<file path="config.mk">
export PLATFORM = sky130hd
export DESIGN_NAME = hamming74_decoder
export DESIGN_NICKNAME = d
export VERILOG_FILES = /design/src/rtl/hamming74_pkg.sv /design/src/rtl/hamming74_decoder.sv
export SDC_FILE = /design/constraint.sdc
export NUM_CORES = 1
export LEC_CHECK = 0
export BUFFER_PORTS_ARGS = -buffer_cell sky130_fd_sc_hd__clkbuf_2
export CORE_MARGIN = 10
export CORE_UTILIZATION = 47
export DETAILED_ROUTE_END_ITERATION = 10
export MAX_ROUTING_LAYER = met4
export PLACE_DENSITY_LB_ADDON = 0.1
export SYNTH_ARGS = -nofsm -noshare
export SYNTH_HDL_FRONTEND = slang
export SYNTH_SLANG_ARGS = --single-unit
export TNS_END_PERCENT = 5
</file>
<file path="constraint.sdc">
create_clock -name clk -period 1.6 [get_ports clk]
set_input_delay 0.16 -clock clk [delete_from_list [all_inputs] [get_ports clk]]
set_output_delay 0.16 -clock clk [all_outputs]
set_load 0.02 [all_outputs]
</file>
<file path="src/rtl/hamming74_pkg.sv">
// Hamming(7,4) shared definitions.
// Codeword bit i holds Hamming position i+1: {d4,d3,d2,p3,d1,p2,p1} from bit 6 down.
// Functions: encode (data -> code), syndrome, correct (single-bit flip), extract.
package hamming74_pkg;
  localparam int CODE_W = 7;
  localparam int DATA_W = 4;
  localparam int SYN_W  = 3;

  function automatic logic [CODE_W-1:0] encode(input logic [DATA_W-1:0] d);
    logic p1, p2, p3;
    p1 = d[0] ^ d[1] ^ d[3];
    p2 = d[0] ^ d[2] ^ d[3];
    p3 = d[1] ^ d[2] ^ d[3];
    return {d[3], d[2], d[1], p3, d[0], p2, p1};
  endfunction

  // {s3,s2,s1}; a nonzero value names the erroneous position directly.
  function automatic logic [SYN_W-1:0] syndrome(input logic [CODE_W-1:0] c);
    logic s1, s2, s3;
    s1 = c[0] ^ c[2] ^ c[4] ^ c[6];
    s2 = c[1] ^ c[2] ^ c[5] ^ c[6];
    s3 = c[3] ^ c[4] ^ c[5] ^ c[6];
    return {s3, s2, s1};
  endfunction

  // Flip position syn (bit syn-1); syn == 0 leaves the word untouched.
  function automatic logic [CODE_W-1:0] correct(input logic [CODE_W-1:0] c,
                                                input logic [SYN_W-1:0]  syn);
    logic [CODE_W-1:0] r;
    r = c;
    for (int i = 0; i < CODE_W; i++)
      if (syn == SYN_W'(i + 1)) r[i] = ~r[i];
    return r;
  endfunction

  function automatic logic [DATA_W-1:0] extract(input logic [CODE_W-1:0] c);
    return {c[6], c[5], c[4], c[2]};
  endfunction
endpackage

</file>
<file path="src/rtl/hamming74_decoder.sv">
// Hamming(7,4) receive decoder: 2-stage valid/ready pipeline with backpressure.
// S1 registers the codeword and its syndrome; S2 corrects, extracts data and
// presents it on the output. err_cnt saturates and counts errored outputs.
// Ports:
//   clk, rst_n          clock, async active-low reset
//   in_valid/in_ready   input handshake, in_code = 7-bit codeword
//   out_valid/out_ready output handshake
//   out_data            corrected {d4,d3,d2,d1}
//   out_syndrome        0 = clean, else corrected position
//   out_err             out_syndrome != 0
//   err_cnt, cnt_clr    saturating corrected-word count, sync clear (priority)
module hamming74_decoder
  import hamming74_pkg::*;
#(
  parameter int CNT_W = 8
) (
  input  logic              clk,
  input  logic              rst_n,
  input  logic              in_valid,
  output logic              in_ready,
  input  logic [6:0]        in_code,
  output logic              out_valid,
  input  logic              out_ready,
  output logic [3:0]        out_data,
  output logic [2:0]        out_syndrome,
  output logic              out_err,
  output logic [CNT_W-1:0]  err_cnt,
  input  logic              cnt_clr
);

  logic                s1_valid_q;
  logic [CODE_W-1:0]   s1_code_q;
  logic [SYN_W-1:0]    s1_syn_q;
  logic                out_valid_q;
  logic [DATA_W-1:0]   out_data_q;
  logic [SYN_W-1:0]    out_syn_q;
  logic                out_err_q;
  logic [CNT_W-1:0]    err_cnt_q, err_cnt_d;
  logic                s2_adv, out_hs;

  assign s2_adv   = ~out_valid_q | out_ready;
  assign in_ready = ~s1_valid_q | s2_adv;
  assign out_hs   = out_valid_q & out_ready;

  always_comb begin
    err_cnt_d = err_cnt_q;
    if (cnt_clr)
      err_cnt_d = '0;
    else if (out_hs && out_err_q && !(&err_cnt_q))
      err_cnt_d = err_cnt_q + CNT_W'(1);
  end

  always_ff @(posedge clk or negedge rst_n) begin
    if (!rst_n) begin
      s1_valid_q  <= 1'b0;
      s1_code_q   <= '0;
      s1_syn_q    <= '0;
      out_valid_q <= 1'b0;
      out_data_q  <= '0;
      out_syn_q   <= '0;
      out_err_q   <= 1'b0;
      err_cnt_q   <= '0;
    end else begin
      // When S1 can load, it either takes a new word or empties (its old
      // content, if any, advances into S2 on this same edge).
      if (in_ready) begin
        s1_valid_q <= in_valid;
        if (in_valid) begin
          s1_code_q <= in_code;
          s1_syn_q  <= syndrome(in_code);
        end
      end
      if (s2_adv) begin
        out_valid_q <= s1_valid_q;
        if (s1_valid_q) begin
          out_data_q <= extract(correct(s1_code_q, s1_syn_q));
          out_syn_q  <= s1_syn_q;
          out_err_q  <= |s1_syn_q;
        end
      end
      err_cnt_q <= err_cnt_d;
    end
  end

  assign out_valid    = out_valid_q;
  assign out_data     = out_data_q;
  assign out_syndrome = out_syn_q;
  assign out_err      = out_err_q;
  assign err_cnt      = err_cnt_q;

endmodule

</file>
==> metrics.yaml <==
cp_cell_sequence: "ha_4, and4_4, a211oi_2, mux2_4"
crit_type: "flop to flop"
fmax_mhz: 672.2
syn2layout_area_growth_pct: 19.13
r2r-start: "err_cnt[0]"
dr_total_vias: 961
finClkSkew_ns: 0.003447
cts.sinks: 25
async_reset_ff_frac: 1.000
diodes: 0
timing.hold.worst_path_depth: 2
routedWlPerCell_um: 14.97
worst_ir_drop_vdd_mv: 0.8123
synth_cell_types: 31
p_leak_nw: 0.6760
hold_path_class: "primary input to flop"
gp_congestion: 0.8251
fin_hold_ws_ns: 0.05844
finalPower_mw: 1.695
max_slew_margin: 0.5966
worstPathArrival_ns: 1.70
yosysSeqAreaShare: 0.4735
critPathTopFamily: "flip-flops"
crit_buf_inv: 0
grt_max_degree: 26
post-place-cells: 171
switchingPower_uw: 589.3
cts-root-buf: "clkbuf_4"
seq_area_um2: 628.1
use_met2: 0.1681
synth_top_area_cell: "dfrtp_1"
clk_latency_ns: 0.31
power.density_mw_per_mm2: 1077
grt_use_total: 0.1058
multi_input_area_um2: 688.2
routed_wl_um: 2635
outcome: "completed"
place_area_mm2: 0.001535
clk_path_buf_depth: 2
drt_iter0_drc: 56
fin_util: 0.5757
synth_edf_count: 0
io_pins: 30
dr.pass1.iters: 4
p_clk_frac: 0.163
grt_pass1_wl_um: 4491
p_int_mw: 1.106
portBuffers: 29
tritoncts: "done"
rows: 19
fin_area_mm2: 0.001574
synth_top_cell_area_share: 0.4735
pwr-share-comb: 0.316
ant_nets: 0
drv_slew: 0
yosys_warnings: 0
synth.most_common_cell: "dfrtp_1"
synth.avg_cell_area_um2: 12.12
met3_usage: 0.02721
finalSetupViolations: 0
regToRegSetupSlack_ns: 0.11
fin_tns_setup_ns: 0
cpPeakStageDelay_ns: 0.45
finalCritPeriodShare: 0.9298
post-place-ws_ns: 0.05541
dp_hpwl_um: 2125
ys.flop_type: "dfrtp_1"
antenna_found_initial: 0
fp.dieArea_mm2: 0.005332
final_cells: 176
cts_buffers: 3
synth_cells: 109
drive_gt1_frac: 0.3793
max-cap-violations: 0
sw_frac_of_total: 0.3476
grt_pass1_vias: 978
die_w_um: 73.02
n_fill_cell: 241
tightest_slew_ns: 0.6052
crit_path_top_delay_cell: "dfrtp_2"
vias_per_cell: 5.460
nets: 159
crit_fanout: 7
rsz0062_at_grt: "false"
setup_slack_ns: 0.1123
r2r_end: "err_cnt[3]"
overflow: 0
startpoint_type: "flop"
die_y_um: 73.02
final.min_clock_period_ns: 1.488
hp-start: "in_valid"
cts_setup_buffers: 0
cp-end-kind: "flop"
synth_top_cells_by_area: "dfrtp_1 (47%), mux2_1 (10%), xnor2_1 (6.6%), mux2_4 (4.5%), nand2b_1 (2.8%)"
synth_common_cells: "dfrtp_1 (25), mux2_1 (12), xnor2_1 (10), nand2b_1 (6), nor2b_1 (5)"
final_hold_viol_count: 0
synthesis.area_mm2: 0.001321
worstRegToRegCells: 4
top_usage_layer: "met2"
synth_nets: 122
initial_core_util: 0.4833
seq_power_share: 0.521
drcViolationCount: 0
core_area_mm2: 0.002734
gr-usage-met1: 0.1279
min_to: "s1_valid_q"
htreeDepth: 1
worstPathRequired_ns: 1.81
cts.clk_slew.worst_paths_ns: 0.13
ys_ff_latch: 25
-- layout make-up --
cell class                      instances  share of cell area
Inverter                                2            0.004769
Timing Repair Buffer                   34              0.1176
Multi-Input combinational cell         80              0.4372
Clock buffer                            4             0.01669
Sequential cell                        25              0.3990
Tap cell                               31             0.02464
-- worst max-delay path by stage --
stage               startpoint    endpoint  slack, ns  cells after the start
floorplan           err_cnt[0]  err_cnt[3]      0.004                      5
global placement    err_cnt[0]  err_cnt[5]       0.07                      4
detailed placement  err_cnt[0]  err_cnt[5]       0.06                      4
CTS                 err_cnt[0]  err_cnt[5]       0.04                      4
global route        err_cnt[0]  err_cnt[3]       0.04                      4
finish              err_cnt[0]  err_cnt[3]       0.11                      4
-- sequential cells by signal (all words and copies together) (netlist names) --
register      flops
s1_syn_q          3
out_data          4
err_cnt           8
out_err           1
s1_valid_q        1
out_syndrome      3
s1_code_q         4
out_valid         1
-- cells in the final DEF, fill, tap and decap left out, types with 3 or more instances in the layout --
master / instances
clkbuf_2: 29
nor2_1: 4
mux2_4: 4
nand3_1: 4
xnor2_1: 10
dfrtp_1: 23
mux2_1: 12
nand2b_1: 6
buf_4: 4
clkbuf_4: 3
nor2b_1: 5
nand4_1: 4
nand3b_1: 4
nor3_1: 3
-- metal layers --
metal | wire [µm] | up-vias | part of all wire
met3 | 137 | 2 | 0.052
met4 | 16 | 0 | 0.0061
li1 | - | 465 | -
met2 | 1221 | 18 | 0.46
met5 | 0 | - | 0
met1 | 1260 | 476 | 0.48
-- cells by family (layout without fill, tap and decap cells) --
family                     Yosys count  after routing  synth area share
DFF                                 25             25            0.4735
muxes                               20             20            0.1799
and+or+nand+nor                     37             37            0.1723
xor gates and xnor gates            12             12           0.08523
AOI/OAI and AO/OA                   10             10           0.06251
adders and majority gates            1              1          0.009468
buffers and inverters                4             40           0.01704
-- power by group through the flow --
| stage | sequential, mW | combinational (mW) | clock (mW) |
|---|---|---|---|
| after floorplan | 1.00 | 0.232 | 0 |
| after global placement | 0.892 | 0.541 | 0 |
| after detailed placement | 0.902 | 0.548 | 0 |
| after CTS | 0.887 | 0.551 | 0.286 |
| after global routing | 0.906 | 0.581 | 0.316 |
| final | 0.883 | 0.536 | 0.276 |
-- what timing repair did --
| item | in CTS | in global routing |
|---|---|---|
| hold buffers | 1 | 0 |
| gates resized for setup | 0 | 2 |
| endpoints found under the setup margin | 0 | 3 |
| hold endpoints to repair | 25 | 0 |
Note: power is estimated with default switching activity, not from simulation.
